$ cat config.mk
export PLATFORM = sky130hd
export DESIGN_NAME = radix4_seq_mul
export DESIGN_NICKNAME = d
export VERILOG_FILES = /design/src/rtl/radix4_pkg.sv /design/src/rtl/radix4_pp_sel.sv /design/src/rtl/radix4_seq_mul.sv
export SDC_FILE = /design/constraint.sdc
export NUM_CORES = 1
export LEC_CHECK = 0
export ABC_AREA = 0
export CAP_MARGIN = 20
export CORE_MARGIN = 10
export CORE_UTILIZATION = 43
export CTS_CLUSTER_SIZE = 10
export DETAILED_ROUTE_END_ITERATION = 6
export SLEW_MARGIN = 20
export SYNTH_ARGS = -nofsm -noshare
export SYNTH_HDL_FRONTEND = slang
export SYNTH_SLANG_ARGS = --single-unit
export TNS_END_PERCENT = 10
$ cat constraint.sdc
create_clock -name clk -period 9.5 [get_ports clk]
set_input_delay 2.85 -clock clk [delete_from_list [all_inputs] [get_ports clk]]
set_output_delay 2.85 -clock clk [all_outputs]
set_load 0.005 [all_outputs]
$ cat src/rtl/radix4_pkg.sv
// Shared definitions for the radix-4 Booth sequential multiplier.
// RADIX4_SIGNED_EN selects two's-complement operands; undefined gives unsigned operands.
package radix4_pkg;

    typedef logic [1:0] state_t;

    localparam state_t IDLE = 2'd0;
    localparam state_t CALC = 2'd1;
    localparam state_t DONE = 2'd2;

    typedef enum logic [2:0] {
        ZERO,
        P1,
        P2,
        M1,
        M2
    } booth_t;

    // Unsigned operands need one extra digit to absorb the zero-extended top bits.
    function automatic int unsigned ndig(input int unsigned width);
`ifdef RADIX4_SIGNED_EN
        return width / 2;
`else
        return width / 2 + 1;
`endif
    endfunction

    function automatic booth_t booth_enc(input logic [2:0] triple);
        booth_t d;
        case (triple)
            3'b001, 3'b010: d = P1;
            3'b011:         d = P2;
            3'b100:         d = M2;
            3'b101, 3'b110: d = M1;
            default:        d = ZERO;
        endcase
        return d;
    endfunction

endpackage

$ cat src/rtl/radix4_pp_sel.sv
// Booth partial-product selector: maps a digit triple and the (WIDTH+1)-bit
// multiplicand to a sign-extended 2*WIDTH-bit partial product.
module radix4_pp_sel
    import radix4_pkg::*;
#(
    parameter int unsigned WIDTH = 8
) (
    input  logic [2:0]         triple,
    input  logic [WIDTH:0]     xe,
    output logic [2*WIDTH-1:0] pp
);

    logic [2*WIDTH-1:0] xs;

    assign xs = {{(WIDTH - 1){xe[WIDTH]}}, xe};

    always_comb begin
        pp = '0;
        unique case (booth_enc(triple))
            ZERO:    pp = '0;
            P1:      pp = xs;
            P2:      pp = xs << 1;
            M1:      pp = -xs;
            M2:      pp = -(xs << 1);
            default: pp = '0;
        endcase
    end

endmodule

$ cat src/rtl/radix4_seq_mul.sv
// Sequential radix-4 Booth multiplier, one digit per cycle, valid/ready on both sides.
// Define RADIX4_SIGNED_EN for two's-complement operands; otherwise operands are unsigned.
module radix4_seq_mul
    import radix4_pkg::*;
#(
    parameter int unsigned WIDTH = 8
) (
    input  logic                 clk,
    input  logic                 rst_n,
    input  logic                 in_valid,
    output logic                 in_ready,
    input  logic [WIDTH-1:0]     x,
    input  logic [WIDTH-1:0]     y,
    output logic                 out_valid,
    input  logic                 out_ready,
    output logic [2*WIDTH-1:0]   p,
    output logic                 busy
);

    localparam int unsigned NDIG = ndig(WIDTH);
    localparam int unsigned CW   = $clog2(NDIG + 1);
    localparam int unsigned YW   = WIDTH + 3;

    state_t             state_q, state_d;
    logic [WIDTH:0]     xe_q, xe_d;
    logic [YW-1:0]      ym_q, ym_d;
    logic [2*WIDTH-1:0] acc_q, acc_d;
    logic [CW-1:0]      cnt_q, cnt_d;
    logic [2*WIDTH-1:0] pp;
    logic               ext_x, ext_y;

`ifdef RADIX4_SIGNED_EN
    assign ext_x = x[WIDTH-1];
    assign ext_y = y[WIDTH-1];
`else
    assign ext_x = 1'b0;
    assign ext_y = 1'b0;
`endif

    radix4_pp_sel #(
        .WIDTH (WIDTH)
    ) u_pp_sel (
        .triple (ym_q[2:0]),
        .xe     (xe_q),
        .pp     (pp)
    );

    always_comb begin
        state_d = state_q;
        xe_d    = xe_q;
        ym_d    = ym_q;
        acc_d   = acc_q;
        cnt_d   = cnt_q;
        unique case (state_q)
            IDLE: begin
                if (in_valid) begin
                    xe_d    = {ext_x, x};
                    // Appended zero is y[-1]; the low three bits always hold the current triple.
                    ym_d    = {ext_y, ext_y, y, 1'b0};
                    acc_d   = '0;
                    cnt_d   = '0;
                    state_d = CALC;
                end
            end
            CALC: begin
                acc_d = acc_q + (pp << {cnt_q, 1'b0});
                ym_d  = ym_q >> 2;
                cnt_d = cnt_q + CW'(1);
                if (cnt_q == CW'(NDIG - 1)) begin
                    state_d = DONE;
                end
            end
            DONE: begin
                if (out_ready) begin
                    state_d = IDLE;
                end
            end
            default: state_d = IDLE;
        endcase
    end

    always_ff @(posedge clk or negedge rst_n) begin
        if (!rst_n) begin
            state_q <= IDLE;
            xe_q    <= '0;
            ym_q    <= '0;
            acc_q   <= '0;
            cnt_q   <= '0;
        end else begin
            state_q <= state_d;
            xe_q    <= xe_d;
            ym_q    <= ym_d;
            acc_q   <= acc_d;
            cnt_q   <= cnt_d;
        end
    end

    assign in_ready  = (state_q == IDLE);
    assign out_valid = (state_q == DONE);
    assign busy      = !in_ready;
    assign p         = out_valid ? acc_q : '0;

endmodule

* Word level (Yosys, flattened, before mapping)
Cells that the tools add are included.
** Storage, ports and cells
- Input port bits :: 20
- Register bits after elaboration :: 40
** Operators by class
- Add/subtract/negate cells :: 4
- Equal/unequal tests :: 16
- Reduce and logical (&&, ||, !) cells :: 8
- Shifts and indexed selects :: 1
- Muxes and demuxes :: 13
** Operator list (number)
- one-hot mux 16 bit (4 select lines) :: 1
- two-way mux 16 bit :: 2
- one-hot mux 16 bit (2 select lines) :: 1
- one-hot mux 11 bit (2 select lines) :: 1
- adder 16 bit :: 1
- negation 8 -> 16 bit :: 1
- negation 9 -> 16 bit :: 1
- << shifter 16 x 4 -> 16 bit :: 1
- == test 3 bit (second input constant) :: 5
- == test 3 x 2 -> 1 bit (second input constant) :: 4
- one-hot mux 3 bit (4 select lines) :: 1
- two-way mux 11 bit :: 1
- == test 3 x 1 -> 1 bit (second input constant) :: 2
- two-way mux 2 bit :: 3
- one-hot mux 2 bit (3 select lines) :: 1
- one-hot mux 3 bit (2 select lines) :: 1
- inequality test 2 bit (second input constant) :: 2
- AND reduction 2 bit :: 2
- OR reduction 2 bit :: 2
- adder 3 x 1 -> 3 bit (second input constant) :: 1
- two-way mux 3 bit :: 1
- AND reduction 3 bit :: 1
- == test 2 x 1 -> 1 bit (second input constant) :: 1
- == test 2 bit (second input constant) :: 1
- other kinds (4) :: 4

* Longest topological paths before layout
Gate-level depths: netlist of the first run.
- Depth after elaboration :: 8
- Gate-level depth with buffers :: 21
- Mapped depth without buffers :: 19

* Cells and area by module
A second synthesis of the first run with hierarchy kept.
** Second synthesis, totals
- Cell total of the unflattened synthesis :: 424
- Area total of the unflattened synthesis :: 3489.6 um^2
** Modules (own cells, without submodules)
- radix4_seq_mul :: area each 2736.4 um^2, sequential area each 950.9 um^2, cells each 313, instances 1
- radix4_pp_sel :: area each 753.2 um^2, sequential area each 0.0 um^2, cells each 111, instances 1

* Worst setup path before layout of the first run
OpenSTA, ideal clock, no wires.
- Path type :: flip-flop to flip-flop
- Start :: register xe_q[0]
- End :: register acc_q[15]
- Slack :: 5.073 ns
- Path buffers :: 1
- Data arrival time :: 4.309 ns
- Clock period less this slack :: 4.427 ns
- Required time :: 9.382 ns
- Cell stages (with the launch flop) :: 20
- Cells stage by stage :: dfrtp_1 > or4_1 > buf_2 > nor4_1 > ha_1 > mux2i_1 > nor2_1 > a311o_2 > nand3_1 > o21ai_0 > a21oi_1 > o22ai_1 > ha_1 > and3_1 > a31oi_1 > a21oi_1 > a41o_1 > a2111o_1 > a31o_1 > a21o_1
** Between the ends
- Word-level cells in the longest chain between the ends :: 5
- Elaborated cells on any way between the ends :: 6
** RTL lines
- start: declaration :: line radix4_seq_mul.sv:25 : logic [WIDTH:0] xe_q, xe_d;
- start signal: assignment :: line radix4_seq_mul.sv:85 : xe_q <= '0;
- start signal: assignment :: line radix4_seq_mul.sv:91 : xe_q <= xe_d;
- negation 9 -> 16 bit / negation 8 -> 16 bit (equally long branches) :: line radix4_pp_sel.sv:24, radix4_pp_sel.sv:23
- one-hot mux 16 bit (4 select lines) (*) :: line radix4_pp_sel.sv:19 : unique case (booth_enc(triple))
- << shifter 16 x 4 -> 16 bit (*) :: line radix4_seq_mul.sv:66 : acc_d = acc_q + (pp << {cnt_q, 1'b0});
- adder 16 bit (*) :: line radix4_seq_mul.sv:66
- one-hot mux 16 bit (2 select lines) (*) :: line radix4_seq_mul.sv:54 : unique case (state_q)
- end signal: assignment :: line radix4_seq_mul.sv:87 : acc_q <= '0;
- end signal: assignment :: line radix4_seq_mul.sv:93 : acc_q <= acc_d;
- end: declaration :: line radix4_seq_mul.sv:27 : logic [2*WIDTH-1:0] acc_q, acc_d;
Every way passes the cells marked *; elsewhere a longest branch is shown, timed or not.
A chain may end at the register's enable or synchronous reset.

* Final worst setup path of the first run
- Start :: register ym_q[0]
- End :: register acc_q[15]
** Between the ends
- Word-level cells in the longest chain between the ends :: 8
- Elaborated cells on any way between the ends :: 17
** RTL lines
- start: declaration :: line radix4_seq_mul.sv:26 : logic [YW-1:0] ym_q, ym_d;
- start signal: assignment :: line radix4_seq_mul.sv:92 : ym_q <= ym_d;
- == test 3 bit, or another cell as far along :: line radix4_pkg.sv:30 : case (triple)
- OR reduction 2 bit :: line radix4_pkg.sv:30
- one-hot mux 3 bit (4 select lines) (*) :: line radix4_pkg.sv:30
- == test 3 bit, or another cell as far along :: line radix4_pp_sel.sv:19
- one-hot mux 16 bit (4 select lines) (*) :: line radix4_pp_sel.sv:19
- << shifter 16 x 4 -> 16 bit (*) :: line radix4_seq_mul.sv:66
- adder 16 bit (*) :: line radix4_seq_mul.sv:66
- one-hot mux 16 bit (2 select lines) (*) :: line radix4_seq_mul.sv:54
Marked as above.

==> results of run 1 <==
==> sequential cells by signal, summed over array words and instances, names as in the netlist <==
| register | flops |
|---|---|
| state_q | 2 |
| ym_q | 9 |
| xe_q | 8 |
| cnt_q | 3 |
| acc_q | 16 |
==> path summary, 6_finish.rpt <==
kind	start	end	slack, ps	cells after the start
setup reg to reg	ym_q[0]	acc_q[15]	4580	16
hold reg to reg	ym_q[4]	ym_q[2]	490	2
min in group asynchronous	rst_n	acc_q[11]	2670	1
setup / recovery	ym_q[0]	acc_q[15]	4580	16
max in group asynchronous	rst_n	xe_q[0]	6270	1
hold / removal	ym_q[4]	ym_q[2]	490	2
==> worst register-to-register path: cells and delay by family, from the launching register on <==
family                     cells  cell delay, ps
adders and majority gates      1             250
and+or+nand+nor                4             670
muxes                          1             280
buffers and inverters          1             490
AOI/OAI and AO/OA              9            2310
DFF                            1             800
==> synthesized netlist by cell type, types with 2 or more instances <==
library cell,n
o21ai_0,36
o21ai_2,2
a21oi_1,20
buf_6,3
buf_4,3
xnor2_1,7
o221ai_1,2
nor2b_1,3
buf_2,2
and2_1,20
nor4_1,5
inv_2,2
a31oi_1,10
o31a_1,2
clkbuf_1,16
a211oi_1,4
nor3_1,10
nor2_1,36
ha_1,19
o21bai_1,3
nand3_1,22
o22ai_1,4
a21o_1,5
dfrtp_1,38
and3_1,3
a2111oi_0,2
o31ai_1,7
nand2_1,68
o32ai_1,5
mux2_2,2
clkbuf_8,3
nand4_1,2
mux2i_1,7
o211ai_1,5
a22oi_1,3
nand2b_1,2
inv_1,9
xor2_1,10
==> final cells by class <==
class                           count  area, µm²  share of cell area, %
Clock buffer                        5       68.8                   1.82
Clock inverter                      3       45.0                   1.19
Inverter                           12       45.0                   1.19
Multi-Input combinational cell    347       2150                   57.0
Sequential cell                    38        951                   25.2
Tap cell                          102        128                   3.38
Timing Repair Buffer               39        383                   10.2
==> layer usage <==
| metal | share of wire (%) | wire length [µm] | GRT usage [%] | vias up |
|---|---|---|---|---|
| li1 | - | - | - | 1577 |
| met1 | 50 | 4320 | 21.0 | 1451 |
| met2 | 44 | 3820 | 23.2 | 87 |
| met3 | 4.5 | 392 | 2.86 | 10 |
| met4 | 1.2 | 106 | 4.58 | 0 |
| met5 | 0 | 0 | 0 | - |
==> stage by stage <==
| step | instances | utilization, % |
|---|---|---|
| 6_report | 546 | 49.3 |
| 5_1_grt | 546 | 49.3 |
| 3_3_place_gp | 538 | 47.8 |
| 4_1_cts | 546 | 49.3 |
| 2_1_floorplan | 426 | - |
| 3_5_place_dp | 538 | 47.8 |
==> kinds of logic after synthesis <==
kind of cell,count (synthesis)
AND/OR/NAND/NOR,177
AO/OA/AOI/OAI,123
buffers and inverters,41
flip-flops,38
adder cells (fa/ha/maj),20
XOR/XNOR,17
multiplexers,10
==> impl_metrics.py, run 1 <==
metrics = {
    "cells_and_area": {
        "drive_above_1_share_pct": 5.41,
        "finalNetCount": 483,
        "nFillCells": 763,
        "final_common_cell": "nand2_1",
        "design_area_um2": 3770,
        "layout_common_cells": "nand2_1, dfrtp_1, clkdlybuf4s50_1",
        "antenna_cells": 0,
        "syn_to_final_growth_pct": 13.1,
    },
    "detailed_routing": {
        "dr.pass1.iters": 5,
        "vias_per_cell": 5.72,
        "ant_nets": 0,
        "drt_wl_total_um": 8640,
        "first_iter_violations": 226,
        "vias": 3125,
        "wl_per_cell_um": 15.8,
        "drc": 0,
    },
    "logic_synthesis": {
        "syn_area_um2": 3330,
        "yosysTopAreaCell": "dfrtp_1",
        "synth_edf_count": 0,
        "synth-seq-cells": 38,
        "syn_nets": 466,
        "synth_top_family_by_area": "simple AND/OR/NAND/NOR gates",
        "synth_compound_area_share_pct": 24.1,
        "synthMuxAreaShare_pct": 3.45,
        "synthArstFlopShare_pct": 100,
        "synth_ff_type": "dfrtp_1",
        "syn_inst": 426,
        "synth_xor_area_share_pct": 4.47,
        "ys_seq_area_share_pct": 28.5,
        "syn_area_per_cell_um2": 7.82,
        "yosysUniqueCellTypes": 62,
        "ys.warnings.count": 0,
        "synth_fa_ha_area_share_pct": 7.73,
        "synth_top_area_share_pct": 28.5,
        "synth-simple-area-share_pct": 24.7,
        "synthTopCellsByArea": "dfrtp_1, nand2_1, ha_1",
    },
    "grt": {
        "grt_start_max_net_pins": 39,
        "grt_pass1_wl_um": 14700,
        "antenna_found_initial": 0,
        "grt_usage_pct": 15.1,
        "first_global_vias": 2943,
        "gr-total-overflow": 0,
    },
    "clock_network": {
        "clock_sinks": 38,
        "cts_made_buffers": 5,
        "htree_levels": 2,
        "hold_buffers": 0,
        "path_clk_slew_ps": 90,
        "post_cts_buffers": 0,
        "worstSkewPairLatency_ps": 300,
        "cts_resized": 0,
        "cts-root-buf": "clkbuf_8",
        "max-clock-path-buffers": 2,
        "tritoncts": "built",
    },
    "setup_path": {
        "path_buf_inv": 1,
        "end_kind": "flop",
        "crit_type": "flop to flop",
        "slowest_delay_ps": 800,
        "cp.required_ps": 9700,
        "worst_setup_path_start_kind": "flop",
        "crit_chain": "clkinv_1 -> and3_1 -> o31ai_1 -> nor2_1 -> a31oi_1 -> mux2_2 -> nor2_1 -> ha_1 -> nor4_1 -> o21ai_0 -> a31oi_1 -> a21oi_1 -> a41o_1 -> a2111o_1 -> a31o_1 -> a21o_1",
        "crit_fanout": 21,
        "worst_path_max_delay_cell": "dfrtp_1",
        "crit_arrival_ps": 5120,
        "cpLargestDelayFamily": "compound AO/OA/AOI/OAI gates",
    },
    "timing": {
        "finalCriticalPeriod_ps": 4920,
        "setup_viol": 0,
        "finalSetupTns_ps": 0,
        "drv_slew": 0,
        "holdWs_ps": 489,
        "min_period_over_period_pct": 51.8,
        "rsz0062_at_grt": "no",
        "fmax_mhz": 203,
        "setup_ws_ps": 4580,
        "finalHoldViolations": 0,
        "clock_skew_ps": 5.10,
        "worst_slew_pin_slew_ps": 979,
        "slew_headroom_pct": 34.7,
    },
    "placed_design": {
        "io_buffers": 38,
        "dp_worst_setup_slack_ps": 4640,
        "hpwl_um": 6320,
        "place.gp.congestion": 0.891,
        "post_dp_cell_area_um2": 3650,
    },
    "hold_path": {
        "hp-class": "flop to flop",
    },
    "run_status": {
        "outcome": "finished clean",
    },
    "job": {
        "maxCapViolCount": 0,
    },
    "floorplanning": {
        "die_area_um2": 11700,
        "start_util_pct": 43.6,
        "io_pins": 39,
        "num_rows": 32,
        "die_h_um": 108,
        "die_x_um": 108,
        "coreArea_um2": 7650,
    },
}
Power of run 1 is left out: the tool's default activity adds up to more than one toggle a clock period on the data nets, which glitch-free logic cannot reach.
==> inputs of run 2 (changes only) <==
--- a/config.mk
+++ b/config.mk
@@ -11,6 +11,7 @@
 export CORE_UTILIZATION = 43
 export CTS_CLUSTER_SIZE = 10
 export DETAILED_ROUTE_END_ITERATION = 6
+export PLACE_DENSITY = 0.66
 export SLEW_MARGIN = 20
 export SYNTH_ARGS = -nofsm -noshare
 export SYNTH_HDL_FRONTEND = slang
==> constraint.sdc (replaced) <==
create_clock -name clk -period 4 [get_ports clk]
set_input_delay 1.2 -clock clk [delete_from_list [all_inputs] [get_ports clk]]
set_output_delay 1.2 -clock clk [all_outputs]
set_load 0.005 [all_outputs]
==> impl_metrics.py, run 2 (synthesis results as in run 1) <==
metrics = {
    "run_status": {
        "outcome": "complete, but fails checks",
        "violations": "setup timing",
    },
    "clock_network": {
        "hold_buffers": 0,
        "post_cts_buffers": 0,
        "clock_sinks": 38,
        "max-clock-path-buffers": 2,
        "tritoncts": "built",
        "worstSkewPairLatency_ps": 300,
        "htree_levels": 2,
        "cts_made_buffers": 5,
        "cts-root-buf": "clkbuf_8",
        "path_clk_slew_ps": 80,
    },
    "timing": {
        "fmax_mhz": 236,
        "clock_skew_ps": 8.40,
        "rsz0062_at_grt": "yes",
        "setup_ws_ps": -228,
        "worst_slew_pin_slew_ps": 921,
        "finalHoldViolations": 0,
        "finalCriticalPeriod_ps": 4230,
        "drv_slew": 0,
        "slew_headroom_pct": 38.6,
        "holdWs_ps": 493,
        "min_period_over_period_pct": 106,
        "finalSetupTns_ps": -238,
        "setup_viol": 2,
    },
    "placed_design": {
        "post_dp_cell_area_um2": 4100,
        "hpwl_um": 7060,
        "io_buffers": 38,
        "dp.cells": 595,
        "place.gp.congestion": 0.936,
    },
    "grt": {
        "grt_pass1_wl_um": 15700,
        "grt_start_max_net_pins": 39,
        "first_global_vias": 3324,
        "antenna_found_initial": 0,
        "gr-total-overflow": 0,
        "grt_usage_pct": 16.0,
    },
    "setup_path": {
        "crit_type": "flop to flop",
        "cp.required_ps": 4190,
        "crit_fanout": 4,
        "worst_setup_path_start_kind": "flop",
        "end_kind": "flop",
        "crit_arrival_ps": 4420,
    },
    "floorplanning": {
        "die_h_um": 108,
        "num_rows": 32,
        "coreArea_um2": 7650,
        "start_util_pct": 43.6,
        "die_x_um": 108,
        "io_pins": 39,
        "die_area_um2": 11700,
    },
    "detailed_routing": {
        "first_iter_violations": 267,
        "vias_per_cell": 5.61,
        "drc": 0,
        "wl_per_cell_um": 15.5,
        "dr.pass1.iters": 5,
        "vias": 3385,
        "drt_wl_total_um": 9340,
        "ant_nets": 0,
    },
    "cells_and_area": {
        "design_area_um2": 4300,
        "instances_no_fill": 603,
        "top_register": "acc_q",
        "largest_register_ff_count": 16,
        "final_common_cell": "nand2_1",
        "drive_above_1_share_pct": 18.6,
        "antenna_cells": 0,
        "layout_common_cells": "nand2_1, buf_4, dfrtp_1",
        "nFillCells": 688,
        "finalNetCount": 540,
        "syn_to_final_growth_pct": 29.0,
        "reg.largest.list": "acc_q: 16 flops, ym_q: 9 flops, xe_q: 8 flops",
    },
    "hold_path": {
        "hp-class": "flop to flop",
    },
    "job": {
        "maxCapViolCount": 0,
    },
}
## run 2: changes by cell type in the layout (fill, tap and decap cells not counted), moves of 2 or more
cell        delta
a21oi_1        -3
a21oi_2        +3
buf_4         +57
clkinvlp_4     -2
## run 2: per-layer routing
layer	part of all wire, %	track usage, %	vias up
li1	-	-	1686
met1	46	21.4	1569
met2	46	25.9	111
met3	6.0	2.68	19
met4	1.7	4.68	0
met5	0	0	-
## run 2: timing repair
action,4_1_cts,5_1_grt
resized for setup,8,6
cloned,0,0
endpoints found under the setup margin,1,6
pin swaps,3,3
hold endpoints to repair,0,0
## run 2: worst paths after layout
kind / from / end / slack (ps) / cells after the start
worst max-delay path: xe_q[1] / acc_q[15] / -230 / 19
worst min-delay path: ym_q[4] / ym_q[2] / 490 / 2
worst max register to register: xe_q[1] / acc_q[15] / -230 / 19
worst min register to register: ym_q[4] / ym_q[2] / 490 / 2
max in group asynchronous: rst_n / cnt_q[2] / 2390 / 1
min in group asynchronous: rst_n / acc_q[8] / 1040 / 1
## run 2: worst max-delay path: stages, from the launching register on
cell and delay, ps:
dfrtp_1 410, or4_4 570, nor4_4 140, ha_1 280
mux2i_1 180, nor2_1 70, a311o_2 350, nand3_1 90
o21ai_0 90, a21oi_1 140, o22ai_1 100, ha_1 370
nand2_1 100, nand2_2 70, a31oi_4 170, a21oi_2 90
a41o_1 200, a2111o_1 310, a31o_1 230, a21o_1 160
## run 2: per-stage QoR
step	utilization [%]	worst slack [ps]
after detailed placement	53.6	-223
final	56.2	-228
after global routing	56.2	-435
after global placement	53.6	-111
after floorplan	-	-197
after CTS	55.9	-184
## run 2: layout make-up
cell class | count | area (µm²) | share of cell area (%)
Multi-Input combinational cell | 347 | 2230 | 51.8
Sequential cell | 38 | 951 | 22.1
Timing Repair Buffer | 96 | 811 | 18.9
Tap cell | 102 | 128 | 2.97
Clock buffer | 5 | 68.8 | 1.60
Clock inverter | 3 | 68.8 | 1.60
Inverter | 12 | 45.0 | 1.05
Power of run 2 is left out for the same reason.
==> inputs of run 3 (changes only) <==
--- a/config.mk
+++ b/config.mk
@@ -12,6 +12,7 @@
 export CTS_CLUSTER_SIZE = 10
 export DETAILED_ROUTE_END_ITERATION = 6
 export PLACE_DENSITY = 0.66
+export SETUP_SLACK_MARGIN = 0.2
 export SLEW_MARGIN = 20
 export SYNTH_ARGS = -nofsm -noshare
 export SYNTH_HDL_FRONTEND = slang
==> impl_metrics.py, run 3 (synthesis results as in run 1) <==
metrics = {
    "timing": {
        "setup_ws_ps": -210,
        "finalCriticalPeriod_ps": 4210,
        "drv_slew": 0,
        "fmax_mhz": 238,
        "setup_viol": 1,
        "holdWs_ps": 492,
        "min_period_over_period_pct": 105,
        "worst_slew_pin_slew_ps": 933,
        "clock_skew_ps": 8.78,
        "rsz0062_at_grt": "yes",
        "finalHoldViolations": 0,
        "slew_headroom_pct": 37.6,
    },
    "detailed_routing": {
        "first_iter_violations": 269,
        "vias": 3351,
        "vias_per_cell": 5.56,
        "drt_wl_total_um": 9380,
        "dr.pass1.iters": 4,
        "drc": 0,
        "ant_nets": 0,
        "wl_per_cell_um": 15.6,
    },
    "hold_path": {
        "hp-class": "flop to flop",
    },
    "floorplanning": {
        "io_pins": 39,
        "num_rows": 32,
        "start_util_pct": 43.6,
        "die_area_um2": 11700,
        "die_h_um": 108,
        "die_x_um": 108,
        "coreArea_um2": 7650,
    },
    "cells_and_area": {
        "layout_common_cells": "nand2_1, buf_4, dfrtp_1",
        "final_common_cell": "nand2_1",
        "largest_register_ff_count": 16,
        "drive_above_1_share_pct": 19.6,
        "top_register": "acc_q",
        "finalNetCount": 540,
        "reg.largest.list": "acc_q: 16 flops, ym_q: 9 flops, xe_q: 8 flops",
        "syn_to_final_growth_pct": 29.7,
        "nFillCells": 690,
        "antenna_cells": 0,
    },
    "placed_design": {
        "place.gp.congestion": 0.936,
        "hpwl_um": 7060,
        "dp_worst_setup_slack_ps": -223,
        "io_buffers": 38,
    },
    "setup_path": {
        "crit_fanout": 4,
        "cpLargestDelayFamily": "compound AO/OA/AOI/OAI gates",
        "crit_arrival_ps": 4400,
        "worst_setup_path_start_kind": "flop",
        "crit_chain": "or4_4 -> nor4_4 -> ha_1 -> mux2i_1 -> nor2_1 -> a311o_2 -> nand3_1 -> o21ai_0 -> a21oi_1 -> o22ai_1 -> ha_1 -> nand2_1 -> nand2_2 -> a31oi_4 -> a21oi_2 -> a41o_1 -> a2111o_1 -> a31o_1 -> a21o_1",
        "slowest_delay_ps": 570,
        "crit_top_cell": "ha_1",
        "cp.required_ps": 4190,
        "worst_path_max_delay_cell": "or4_4",
        "crit_type": "flop to flop",
        "end_kind": "flop",
        "path_buf_inv": 0,
    },
    "clock_network": {
        "tritoncts": "built",
        "max-clock-path-buffers": 2,
        "cts-root-buf": "clkbuf_8",
        "htree_levels": 2,
        "path_clk_slew_ps": 80,
        "clock_sinks": 38,
        "worstSkewPairLatency_ps": 300,
        "post_cts_buffers": 0,
        "cts_made_buffers": 5,
    },
    "grt": {
        "first_global_vias": 3353,
        "grt_start_max_net_pins": 39,
        "antenna_found_initial": 0,
        "gr-total-overflow": 0,
        "grt_usage_pct": 16.2,
        "grt_pass1_wl_um": 15800,
    },
    "run_status": {
        "outcome": "complete, but fails checks",
        "violations": "setup timing",
    },
    "job": {
        "maxCapViolCount": 0,
    },
}
==> run 3: what timing repair did <==
action | 4_1_cts | 5_1_grt
setup endpoints to repair | 5 | 7
pin swaps | 7 | 3
hold buffers | 0 | 0
gates resized for setup | 12 | 7
==> run 3: path summary, 6_finish.rpt <==
| path | from | to | depth (start not counted) | slack, ps |
|---|---|---|---|---|
| worst max-delay path | xe_q[1] | acc_q[15] | 19 | -210 |
| worst min-delay path | ym_q[4] | ym_q[2] | 2 | 490 |
| worst max register to register | xe_q[1] | acc_q[15] | 19 | -210 |
| worst min register to register | ym_q[4] | ym_q[2] | 2 | 490 |
| max in group asynchronous | rst_n | ym_q[7] | 1 | 2400 |
| min in group asynchronous | rst_n | acc_q[8] | 1 | 1030 |
==> run 3: metrics by stage <==
stage	area [µm²]	cells	TNS (ps)	util [%]
6_report	4320	603	-210	56.5
5_1_grt	4320	603	-898	56.5
4_1_cts	4290	603	-184	56.1
3_5_place_dp	4100	595	-223	53.6
3_3_place_gp	4100	595	-111	53.6
2_1_floorplan	3360	426	-197	-
==> run 3: tightest hold or removal path, cell delays in order (launching register included) <==
cell	delay, ps
dfrtp_1	360
nand2_1	50
o21ai_0	60
==> run 3: final cells by class <==
| cell class | instances | area (µm²) | area share (%) |
|---|---|---|---|
| repair buffers | 96 | 811 | 18.8 |
| flip-flops and latches | 38 | 951 | 22.0 |
| well taps | 102 | 128 | 2.95 |
| clock inverters | 3 | 68.8 | 1.59 |
| inverters | 12 | 45.0 | 1.04 |
| clock buffers | 5 | 68.8 | 1.59 |
| multi-input cells | 347 | 2250 | 52.1 |
==> run 3: routing by layer <==
metal	vias to the layer above	wire [µm]	track usage [%]
met5	-	0	0
met4	0	150	4.87
met3	17	585	2.68
met2	90	4440	26.6
met1	1559	4210	21.2
li1	1685	-	-
Power of run 3 is left out for the same reason.
